`src/rtl/wb_scr_pkg.sv`:
```
// Shared types for the SCR1 IMEM/DMEM to Wishbone arbiter.
package wb_scr_pkg;

  typedef enum logic [1:0] {
    ST_IDLE = 2'd0,
    ST_BUS  = 2'd1,
    ST_RESP = 2'd2
  } state_e;

  typedef enum logic [1:0] {
    RESP_NOTRDY = 2'b00,
    RESP_OK     = 2'b01,
    RESP_ER     = 2'b10
  } resp_e;

  typedef enum logic [1:0] {
    WIDTH_BYTE = 2'b00,
    WIDTH_HALF = 2'b01,
    WIDTH_WORD = 2'b10
  } width_e;

  typedef enum logic {
    GNT_IMEM = 1'b0,
    GNT_DMEM = 1'b1
  } grant_e;

endpackage

```
`src/rtl/wb_sel_gen.sv`:
```
// Byte-lane select and alignment check for a single-beat access.
module wb_sel_gen
  import wb_scr_pkg::*;
(
  input  logic [1:0] width,
  input  logic [1:0] addr_lo,
  output logic [3:0] sel,
  output logic       misaligned
);

  always_comb begin
    sel        = '0;
    misaligned = 1'b0;
    case (width)
      WIDTH_BYTE: sel = 4'b0001 << addr_lo;
      WIDTH_HALF: begin
        sel        = 4'b0011 << addr_lo;
        misaligned = addr_lo[0];
      end
      WIDTH_WORD: begin
        sel        = 4'b1111;
        misaligned = |addr_lo;
      end
      default: misaligned = 1'b1;
    endcase
  end

endmodule

```
`src/rtl/wb_scr_mem_arbiter.sv`:
```
// Round-robin arbiter sharing one classic Wishbone master between SCR1 IMEM and DMEM.
module wb_scr_mem_arbiter
  import wb_scr_pkg::*;
#(
  parameter int unsigned TIMEOUT = 255
) (
  input  logic        wb_clk_i,
  input  logic        wb_rst_i,
  input  logic        imem_req,
  input  logic [31:0] imem_addr,
  output logic        imem_req_ack,
  output logic [31:0] imem_rdata,
  output logic [1:0]  imem_resp,
  input  logic        dmem_req,
  input  logic        dmem_cmd,
  input  logic [1:0]  dmem_width,
  input  logic [31:0] dmem_addr,
  input  logic [31:0] dmem_wdata,
  output logic        dmem_req_ack,
  output logic [31:0] dmem_rdata,
  output logic [1:0]  dmem_resp,
  output logic [31:0] wbm_adr_o,
  output logic [31:0] wbm_dat_o,
  input  logic [31:0] wbm_dat_i,
  output logic        wbm_we_o,
  output logic [3:0]  wbm_sel_o,
  output logic        wbm_stb_o,
  output logic        wbm_cyc_o,
  input  logic        wbm_ack_i,
  input  logic        wbm_err_i
);

  localparam logic [7:0] TIMEOUT_C = 8'(TIMEOUT);

  state_e      state_q, state_d;
  grant_e      last_q, last_d, gnt_q, gnt_d, pick;
  resp_e       resp_q, resp_d;
  logic [31:0] adr_q, adr_d, wdat_q, wdat_d, rdata_q, rdata_d;
  logic [3:0]  sel_q, sel_d;
  logic [7:0]  cnt_q, cnt_d, cnt_inc;
  logic        we_q, we_d, bad_q, bad_d;
  logic        iack_q, iack_d, dack_q, dack_d;
  logic [31:0] req_addr;
  logic [1:0]  req_width;
  logic [3:0]  req_sel;
  logic        req_misaligned;

  always_comb begin
    if (imem_req && dmem_req) begin
      if (last_q == GNT_IMEM) pick = GNT_DMEM;
      else                    pick = GNT_IMEM;
    end else if (imem_req) begin
      pick = GNT_IMEM;
    end else begin
      pick = GNT_DMEM;
    end
    req_addr  = (pick == GNT_IMEM) ? imem_addr : dmem_addr;
    req_width = (pick == GNT_IMEM) ? WIDTH_WORD : dmem_width;
  end

  wb_sel_gen u_sel_gen (
    .width      (req_width),
    .addr_lo    (req_addr[1:0]),
    .sel        (req_sel),
    .misaligned (req_misaligned)
  );

  assign cnt_inc = cnt_q + 8'd1;

  // Illegal requests still pass through BUS (with cyc/stb gated off) so their
  // ER response lands one cycle after req_ack, like a zero-wait bus cycle.
  always_comb begin
    state_d = state_q;
    last_d  = last_q;
    gnt_d   = gnt_q;
    resp_d  = resp_q;
    adr_d   = adr_q;
    wdat_d  = wdat_q;
    rdata_d = rdata_q;
    sel_d   = sel_q;
    cnt_d   = cnt_q;
    we_d    = we_q;
    bad_d   = bad_q;
    iack_d  = 1'b0;
    dack_d  = 1'b0;
    case (state_q)
      ST_IDLE: begin
        cnt_d = '0;
        if (imem_req || dmem_req) begin
          gnt_d   = pick;
          last_d  = pick;
          iack_d  = (pick == GNT_IMEM);
          dack_d  = (pick == GNT_DMEM);
          adr_d   = {req_addr[31:2], 2'b00};
          wdat_d  = (pick == GNT_DMEM) ? dmem_wdata : '0;
          we_d    = (pick == GNT_DMEM) && dmem_cmd;
          sel_d   = req_sel;
          bad_d   = req_misaligned;
          rdata_d = '0;
          resp_d  = req_misaligned ? RESP_ER : RESP_NOTRDY;
          state_d = ST_BUS;
        end
      end
      ST_BUS: begin
        cnt_d = cnt_inc;
        if (bad_q) begin
          state_d = ST_RESP;
        end else if (wbm_err_i) begin
          resp_d  = RESP_ER;
          state_d = ST_RESP;
        end else if (wbm_ack_i) begin
          resp_d  = RESP_OK;
          rdata_d = we_q ? '0 : wbm_dat_i;
          state_d = ST_RESP;
        end else if ((TIMEOUT_C != '0) && (cnt_inc == TIMEOUT_C)) begin
          resp_d  = RESP_ER;
          state_d = ST_RESP;
        end
      end
      ST_RESP: state_d = ST_IDLE;
      default: state_d = ST_IDLE;
    endcase
  end

  always_ff @(posedge wb_clk_i or posedge wb_rst_i) begin
    if (wb_rst_i) begin
      state_q <= ST_IDLE;
      last_q  <= GNT_DMEM;
      gnt_q   <= GNT_IMEM;
      resp_q  <= RESP_NOTRDY;
      adr_q   <= '0;
      wdat_q  <= '0;
      rdata_q <= '0;
      sel_q   <= '0;
      cnt_q   <= '0;
      we_q    <= 1'b0;
      bad_q   <= 1'b0;
      iack_q  <= 1'b0;
      dack_q  <= 1'b0;
    end else begin
      state_q <= state_d;
      last_q  <= last_d;
      gnt_q   <= gnt_d;
      resp_q  <= resp_d;
      adr_q   <= adr_d;
      wdat_q  <= wdat_d;
      rdata_q <= rdata_d;
      sel_q   <= sel_d;
      cnt_q   <= cnt_d;
      we_q    <= we_d;
      bad_q   <= bad_d;
      iack_q  <= iack_d;
      dack_q  <= dack_d;
    end
  end

  assign wbm_cyc_o    = (state_q == ST_BUS) && !bad_q;
  assign wbm_stb_o    = wbm_cyc_o;
  assign wbm_we_o     = wbm_cyc_o && we_q;
  assign wbm_adr_o    = adr_q;
  assign wbm_dat_o    = wdat_q;
  assign wbm_sel_o    = sel_q;
  assign imem_req_ack = iack_q;
  assign dmem_req_ack = dack_q;
  assign imem_resp    = ((state_q == ST_RESP) && (gnt_q == GNT_IMEM)) ? resp_q : RESP_NOTRDY;
  assign dmem_resp    = ((state_q == ST_RESP) && (gnt_q == GNT_DMEM)) ? resp_q : RESP_NOTRDY;
  assign imem_rdata   = ((state_q == ST_RESP) && (gnt_q == GNT_IMEM)) ? rdata_q : '0;
  assign dmem_rdata   = ((state_q == ST_RESP) && (gnt_q == GNT_DMEM)) ? rdata_q : '0;

endmodule
```
`config.mk`:
```
export PLATFORM = sky130hd
export DESIGN_NAME = wb_scr_mem_arbiter
export DESIGN_NICKNAME = d
export VERILOG_FILES = /design/src/rtl/wb_scr_pkg.sv /design/src/rtl/wb_sel_gen.sv /design/src/rtl/wb_scr_mem_arbiter.sv
export SDC_FILE = /design/constraint.sdc
export NUM_CORES = 1
export LEC_CHECK = 0
export BUFFER_PORTS_ARGS = -buffer_cell sky130_fd_sc_hd__buf_2
export CELL_PAD_IN_SITES_DETAIL_PLACEMENT = 1
export CELL_PAD_IN_SITES_GLOBAL_PLACEMENT = 1
export CORE_UTILIZATION = 32
export DETAILED_ROUTE_END_ITERATION = 7
export HOLD_SLACK_MARGIN = 0.05
export PLACE_DENSITY_LB_ADDON = 0.15
export REMOVE_ABC_BUFFERS = 1
export SETUP_SLACK_MARGIN = 0.2
export SLEW_MARGIN = 25
export SYNTH_ARGS = -nofsm -noshare
export SYNTH_HDL_FRONTEND = slang
export SYNTH_SLANG_ARGS = --single-unit
```
`constraint.sdc`:
```
create_clock -name wb_clk_i -period 5.38 [get_ports wb_clk_i]
set_clock_uncertainty 0.2 [all_clocks]
set_input_delay 1.076 -clock wb_clk_i [delete_from_list [all_inputs] [get_ports wb_clk_i]]
set_output_delay 1.076 -clock wb_clk_i [all_outputs]
set_load 0.02 [all_outputs]
```
# After elaboration in Yosys (flattened, before gate mapping)
# Cells that the tools add are included.
# totals
ff_bits	116
in_bits	137
# op_classes
n_addsub	1
n_eq_ne	11
shifts	2
muxes	35
n_bitwise	2
n_reduce_logical	16
# ops
cell	n
two-way mux 32 bit	9
case mux 32 bit (2 select lines)	1
two-way mux 2 bit	13
case mux 8 bit (2 select lines)	1
case mux 4 bit (3 select lines)	1
adder 8 x 1 -> 8 bit, second input constant	1
equality test 8 bit, second input constant	1
inequality test 2 bit, second input constant	4
case mux 2 bit (2 select lines)	2
two-way mux 1 bit	7
logical AND 1 bit	6
inequality test 5 bit, second input constant	1
AND reduction 5 bit	1
equality test 2 x 1 -> 1 bit, second input constant	2
equality test 2 bit, second input constant	2
zero test 2 bit	2
inequality test 4 bit, second input constant	1
AND reduction 2 bit	2
AND reduction 4 bit	1
<< shifter 1 x 2 -> 4 bit, first input constant	1
<< shifter 2 x 2 -> 4 bit, first input constant	1
case mux 1 bit (3 select lines)	1
inverter 1 bit	2
nonzero test 2 bit	1
other kinds (3)	3

# Logic depth before layout (Yosys ltp)
# Gate-level depths: netlist (run 1).
# depth
ltp_word	8
mapped_depth	7

# Modules after synthesis
# From an unflattened synthesis (run 1), not the netlist that was laid out.
# unflattened
cells_unflattened	560
hier_area_um2	5701.7
# modules_own_cells
module	instances	cells_per_inst	area_per_inst_um2	seq_area_each_um2
wb_scr_mem_arbiter	1	548	5600.4	2904.0
wb_sel_gen	1	12	101.3	0.0

# Worst setup path before layout (run 1)
# No wires, ideal clock.
# synth_path
kind	flip-flop to output port
from	reg state_q[0]
to	out imem_rdata[10]
arrival_time_ns	1.448
setup_slack_ns	2.656
stages_incl_launch_ff	5
n_path_buf	2
path_cell_list	dfrtp_1 buf_2 nor3b_1 clkbuf_1 and2_1
# synth_via
elab_chain_cells	3
# synth_lines
item	line	source
start, declared	wb_scr_mem_arbiter.sv:35	state_e state_q, state_d;
start signal, assigned	wb_scr_mem_arbiter.sv:141	state_q <= state_d;
equality test 2 bit	wb_scr_mem_arbiter.sv:167	assign imem_rdata = ((state_q == ST_RESP) && (gnt_q == GNT_IMEM)) ? rdata_q : '0;
logical AND 1 bit	wb_scr_mem_arbiter.sv:167	
two-way mux 32 bit	wb_scr_mem_arbiter.sv:167	
end, declared	wb_scr_mem_arbiter.sv:12	output logic [31:0] imem_rdata,
# No other way between the ends.

# Worst setup path after layout (run 1)
# layout_path
from	reg state_q[1]
to	out dmem_rdata[6]
# layout_via
elab_chain_cells	3
# layout_lines
item	line	source
equality test 2 bit	wb_scr_mem_arbiter.sv:168	assign dmem_rdata = ((state_q == ST_RESP) && (gnt_q == GNT_DMEM)) ? rdata_q : '0;
logical AND 1 bit	wb_scr_mem_arbiter.sv:168	
two-way mux 32 bit	wb_scr_mem_arbiter.sv:168	
end, declared	wb_scr_mem_arbiter.sv:20	output logic [31:0] dmem_rdata,
# No other way between the ends.

==> results of run 1 <==
-- cell families (layout without fill, tap and decap cells) --
group / after synthesis / in the layout / share of synthesized area
AOI/OAI and AO/OA: 137 / 137 / 0.173
adders and majority gates: 2 / 2 / 0.00463
buffers and inverters: 48 / 318 / 0.0389
xor gates and xnor gates: 3 / 3 / 0.00486
DFF: 116 / 116 / 0.537
other: 1 / 4 / 0.000693
and+or+nand+nor: 284 / 284 / 0.241
-- flip-flops by register name (all words and copies together) (netlist names) --
name / count
bad_q: 1
dmem_req_ack: 1
imem_req_ack: 1
wbm_adr_o: 30
we_q: 1
gnt_q: 1
wbm_dat_o: 32
resp_q: 2
state_q: 2
cnt_q: 8
last_q: 1
rdata_q: 32
wbm_sel_o: 4
-- worst paths after layout --
path / slack, ps / to / from
max: 1770 / dmem_rdata[6] / state_q[1]
min: 290 / rdata_q[23] / rdata_q[23]
max reg2reg: 2810 / rdata_q[30] / state_q[1]
min reg2reg: 290 / rdata_q[23] / rdata_q[23]
max in group asynchronous: 3390 / last_q / wb_rst_i
min in group asynchronous: 620 / rdata_q[31] / wb_rst_i
-- routing by layer --
layer,vias to the layer above,GRT usage,share of wire
li1,2509,-,-
met1,2455,0.240,0.42
met2,217,0.338,0.48
met3,26,0.0750,0.081
met4,2,0.0795,0.021
met5,-,0,0.00058
-- critical path, delay by kind of cell (launching register included) --
| family | cells | cell delay [ps] |
|---|---|---|
| and+or+nand+nor | 2 | 1100 |
| DFF | 1 | 650 |
| buffers and inverters | 1 | 160 |
-- layout make-up --
class / count / area, um2 / area share
Tap cell: 220 / 275 / 0.0364
Clock inverter: 9 / 126 / 0.0167
Sequential cell: 116 / 2900 / 0.385
Antenna cell: 2 / 5.00 / 0.000663
Timing Repair Buffer: 281 / 1420 / 0.188
Clock buffer: 23 / 478 / 0.0633
Inverter: 5 / 23.8 / 0.00315
Multi-Input combinational cell: 428 / 2320 / 0.307
-- metrics by stage --
stage           util  setup slack, ps  cells  area [um2]
6_report       0.457             1770   1084        7550
5_1_grt        0.457             1550   1083        7550
3_3_place_gp   0.419             2250   1050        6930
4_1_cts        0.457             1730   1082        7550
3_5_place_dp   0.420             2190   1050        6940
2_1_floorplan      -             1030    549        5220
-- cell usage in the layout (no fill, tap or decap), types with 4 or more instances in the layout --
cell type / n
sky130_fd_sc_hd__buf_2: 275
sky130_fd_sc_hd__nand2_1: 139
sky130_fd_sc_hd__dfrtp_1: 115
sky130_fd_sc_hd__and2_1: 70
sky130_fd_sc_hd__nor2_1: 46
sky130_fd_sc_hd__a22o_1: 34
sky130_fd_sc_hd__o21ai_0: 34
sky130_fd_sc_hd__a31oi_1: 32
sky130_fd_sc_hd__clkbuf_16: 17
sky130_fd_sc_hd__o21ai_1: 9
sky130_fd_sc_hd__nand3_1: 6
sky130_fd_sc_hd__buf_4: 6
sky130_fd_sc_hd__nor3_1: 5
sky130_fd_sc_hd__inv_1: 4
sky130_fd_sc_hd__a21oi_1: 4
sky130_fd_sc_hd__o211ai_1: 4
sky130_fd_sc_hd__clkinv_2: 4
-- report_power, final --
part,internal [uW],switching [uW]
registers,1260,285
logic,563,1060
clock network,762,389
total,2590,1730
==> flow_metrics.env, run 1 <==
export IMPL_cts_buf_count=17
export IMPL_clk_insertion_delay_late_ps=410
export IMPL_syn_avg_cell_area_um2=9.15
export IMPL_syn2layout_area_growth_pct=39.7
export IMPL_core_area_mm2=0.0165
export IMPL_hold_path_class="reg2reg"
export IMPL_worstMarginPinSlew_ps=921
export IMPL_first_pass_grt_wire_length_mm=28.1
export IMPL_nets=988
export IMPL_initial_core_util=0.327
export IMPL_synth_top_cell_area_share=0.532
export IMPL_timing_critical_path_to_type="output port"
export IMPL_drt_wl_total_mm=17.2
export IMPL_layout_drive_gt1_share=0.375
export IMPL_cts_sinks=116
export IMPL_design_portCount=278
export IMPL_numPortBuffers=275
export IMPL_worst_ep_required_time_ps=4100
export IMPL_drv_cap=0
export IMPL_die_w_um=132
export IMPL_min_period_ps=3610
export IMPL_timing_hold_worst_path_depth=2
export IMPL_synth_cell_type_count=46
export IMPL_floorplan_die_height_um=132
export IMPL_dp_hpwl_mm=12.7
export IMPL_grt_start_max_net_pins=87
export IMPL_power_density_cell_area_mw_per_mm2=572
export IMPL_p_leak_uw=0.00389
export IMPL_grt_total_usage=0.204
export IMPL_route_vias_total=5209
export IMPL_post_synth_inst_count=591
export IMPL_yosys_area_top_type="sky130_fd_sc_hd__dfrtp_1"
export IMPL_crit_path_cell_trace="and3b_1, and2_1, buf_2"
export IMPL_synth_ff_latch_count=116
export IMPL_hold_ws_ps=292
export IMPL_die_area_mm2=0.0174
export IMPL_post_synth_edffs=0
export IMPL_yosys_warnings=0
export IMPL_crit_path_max_incr_delay_ps=860
export IMPL_drt_wirelength_per_cell_um=15.9
export IMPL_finalCritPeriodShare=0.671
export IMPL_synth_top_cells_by_count="sky130_fd_sc_hd__nand2_1, sky130_fd_sc_hd__dfrtp_1, sky130_fd_sc_hd__and2_1"
export IMPL_postCtsSetupRepairBufs=0
export IMPL_drt_antenna_violating_nets=0
export IMPL_ir_drop_mv=0.275
export IMPL_clock_path_buffers=2
export IMPL_path_max_fanout=34
export IMPL_report_final_slew_viol_count=0
export IMPL_ctsHtreeMaxLevel=4
export IMPL_post_route_drc_count=0
export IMPL_result_of_the_run="completed"
export IMPL_total_negative_slack_for_setup_checks_ps=0
export IMPL_place_congestion=0.788
export IMPL_rsz0062_at_grt="no"
export IMPL_post_cts_resize_count=0
export IMPL_drt_vias_per_instance=4.81
export IMPL_starting_drt_drc_count=163
export IMPL_mappedNetlistArea_mm2=0.00541
export IMPL_setup_violations_final=0
export IMPL_arrival_ps=2330
export IMPL_clk_pin_slew_worst_paths_ps=50
export IMPL_timing_critical_path_slowest_stage_cell="sky130_fd_sc_hd__and3b_1"
export IMPL_worstSetupPathType="reg2out"
export IMPL_grt_remaining_overflow=0
export IMPL_slew_headroom=0.386
export IMPL_detail_route_first_pass_iterations=4
export IMPL_ys_async_sr_fraction=1.00
export IMPL_cts_hold_repair_buffers=0
export IMPL_seq_area_frac_synth=0.537
export IMPL_yosys_cell_count_top_type="sky130_fd_sc_hd__nand2_1"
export IMPL_timing_fmax_mhz=277
export IMPL_grt_pass1_vias=5511
export IMPL_num_fill_cells=2040
export IMPL_fp_row_count=47
export IMPL_ff2ff_path_depth=5
export IMPL_synth_area_leaders="sky130_fd_sc_hd__dfrtp_1, sky130_fd_sc_hd__nand2_1, sky130_fd_sc_hd__and2_1"
export IMPL_tritoncts="built"
export IMPL_fin_total_pwr_uw=4320
export IMPL_synth_ff_type="sky130_fd_sc_hd__dfrtp_1"
export IMPL_grt_antenna_before_repair=3
export IMPL_clk_root_buffer_cell="sky130_fd_sc_hd__clkbuf_16"
export IMPL_cp_start_kind="register"
export IMPL_hold_viol=0
(Power assumes the default switching activity.)
==> run 2, diff against run 1 <==
==> constraint.sdc (replaced) <==
create_clock -name wb_clk_i -period 3.5 [get_ports wb_clk_i]
set_clock_uncertainty 0.2 [all_clocks]
set_input_delay 0.7 -clock wb_clk_i [delete_from_list [all_inputs] [get_ports wb_clk_i]]
set_output_delay 0.7 -clock wb_clk_i [all_outputs]
set_load 0.02 [all_outputs]
==> flow_metrics.env, run 2 (same netlist as run 1, synthesis figures left out) <==
export IMPL_rsz0062_at_grt="no"
export IMPL_antenna_cells_inserted=0
export IMPL_tritoncts="built"
export IMPL_nets=993
export IMPL_starting_drt_drc_count=185
export IMPL_cts_hold_repair_buffers=0
export IMPL_grt_remaining_overflow=0
export IMPL_cts_sinks=116
export IMPL_min_period_ps=2860
export IMPL_postCtsSetupRepairBufs=0
export IMPL_routed_wl_met2_mm=8.36
export IMPL_report_final_slew_viol_count=0
export IMPL_clk_root_buffer_cell="sky130_fd_sc_hd__clkbuf_16"
export IMPL_routedLengthMet1_mm=7.40
export IMPL_drt_antenna_violating_nets=0
export IMPL_post_route_drc_count=0
export IMPL_place_congestion=0.776
export IMPL_die_w_um=132
export IMPL_initial_core_util=0.327
export IMPL_grt_total_usage=0.206
export IMPL_grt_pass1_vias=5369
export IMPL_highest_count_cells_in_the_layout_ignoring_fill_and_taps="sky130_fd_sc_hd__buf_2, sky130_fd_sc_hd__nand2_1, sky130_fd_sc_hd__dfrtp_1"
export IMPL_numPortBuffers=275
export IMPL_power_density_cell_area_mw_per_mm2=897
export IMPL_grt_antenna_before_repair=1
export IMPL_top_signal_layer_used="met5"
export IMPL_layout_drive_gt1_share=0.379
export IMPL_dp_hpwl_mm=12.9
export IMPL_num_fill_cells=2001
export IMPL_route_vias_total=5153
export IMPL_post_cts_resize_count=0
export IMPL_power_report_internal_total_uw=4170
export IMPL_power_switching_uw=2690
export IMPL_hold_ws_ps=88.6
export IMPL_grt_start_max_net_pins=71
export IMPL_fp_row_count=47
export IMPL_clk_pin_slew_worst_paths_ps=50
export IMPL_worstSetupPathType="reg2out"
export IMPL_setup_violations_final=0
export IMPL_slew_headroom=0.566
export IMPL_core_area_mm2=0.0165
export IMPL_worstMarginPinSlew_ps=651
export IMPL_ff_latch_area_mm2=0.00290
export IMPL_drt_vias_per_instance=4.74
export IMPL_result_of_the_run="completed"
export IMPL_cp_start_kind="register"
export IMPL_seqPwrFrac=0.347
export IMPL_timing_fmax_mhz=349
export IMPL_worst_ep_required_time_ps=2600
export IMPL_design_portCount=278
export IMPL_pwr_share_comb=0.365
export IMPL_most_common_library_cell_in_the_layout_ignoring_fill_and_taps="sky130_fd_sc_hd__buf_2"
export IMPL_finalCritPeriodShare=0.819
export IMPL_met3_length_mm=1.41
export IMPL_p_leak_uw=0.00395
export IMPL_syn2layout_area_growth_pct=41.5
export IMPL_hold_viol=0
export IMPL_clk_insertion_delay_late_ps=410
export IMPL_floorplan_die_height_um=132
export IMPL_pwr_share_clk=0.288
export IMPL_drt_wirelength_per_cell_um=16.0
export IMPL_ff2ff_path_depth=5
export IMPL_first_pass_grt_wire_length_mm=28.2
export IMPL_ir_drop_mv=0.340
export IMPL_drv_cap=0
export IMPL_ctsHtreeMaxLevel=4
export IMPL_clock_path_buffers=2
export IMPL_timing_critical_path_to_type="output port"
export IMPL_die_area_mm2=0.0174
export IMPL_cts_buf_count=17
export IMPL_arrival_ps=1960
export IMPL_multiInputGateArea_mm2=0.00231
export IMPL_total_negative_slack_for_setup_checks_ps=0
export IMPL_hold_path_class="in2async"
export IMPL_detail_route_first_pass_iterations=4
export IMPL_r2r_slack_ps=1050
export IMPL_p_sw_frac=0.392
export IMPL_path_max_fanout=34
export IMPL_drt_wl_total_mm=17.4
[run 2: cell count changes in the layout (fill, tap and decap cells not counted), sizes merged]
cell      change
diode         -2
clkbuf        -5
clkinv        +1
buf           +5
clkinvlp      +1
bufinv        +3
[run 2: final timing paths]
kind | from | to
setup / recovery | state_q[1] | dmem_rdata[11]
hold reg to reg | wbm_sel_o[1] | wbm_sel_o[1]
max in group asynchronous | wb_rst_i | last_q
hold / removal | wb_rst_i | rdata_q[16]
setup reg to reg | state_q[1] | rdata_q[10]
min in group wb_clk_i | wbm_sel_o[1] | wbm_sel_o[1]
[run 2: per-stage QoR]
| stage | area [um2] | utilization | worst slack, ps | power, uW | cells |
|---|---|---|---|---|---|
| after floorplan | 5220 | - | -471 | 3890 | 549 |
| after global placement | 6980 | 0.423 | 1080 | 4830 | 1055 |
| after detailed placement | 6980 | 0.423 | 956 | 4950 | 1055 |
| after CTS | 7650 | 0.463 | 599 | 6970 | 1087 |
| after global routing | 7650 | 0.463 | 456 | 7320 | 1087 |
| final | 7650 | 0.463 | 635 | 6860 | 1087 |
[run 2: critical path: stages, from the launching register on]
cell,delay [ps]
sky130_fd_sc_hd__dfrtp_1,640
sky130_fd_sc_hd__and3b_1,270
sky130_fd_sc_hd__buf_4,280
sky130_fd_sc_hd__and2_1,180
sky130_fd_sc_hd__buf_2,170
[run 2: layout make-up]
cell class / instances / share of cell area
Sequential cell: 116 / 0.379
Multi-Input combinational cell: 428 / 0.302
Timing Repair Buffer: 286 / 0.192
Clock buffer: 18 / 0.0574
Tap cell: 220 / 0.0360
Clock inverter: 14 / 0.0304
Inverter: 5 / 0.00278
[run 2: metal layers]
metal  global-route usage  up-vias
li1                     -     2513
met1                0.246     2428
met2                0.339      195
met3               0.0827       15
met4               0.0614        2
met5                    0        -
[run 2: power groups by stage]
stage | Sequential [uW] | Clock [uW] | Combinational (uW)
4_1_cts | 2390 | 2020 | 2550
2_1_floorplan | 2710 | 0 | 1190
6_report | 2380 | 1980 | 2510
5_1_grt | 2470 | 2090 | 2760
3_3_place_gp | 2360 | 0 | 2470
3_5_place_dp | 2400 | 0 | 2550
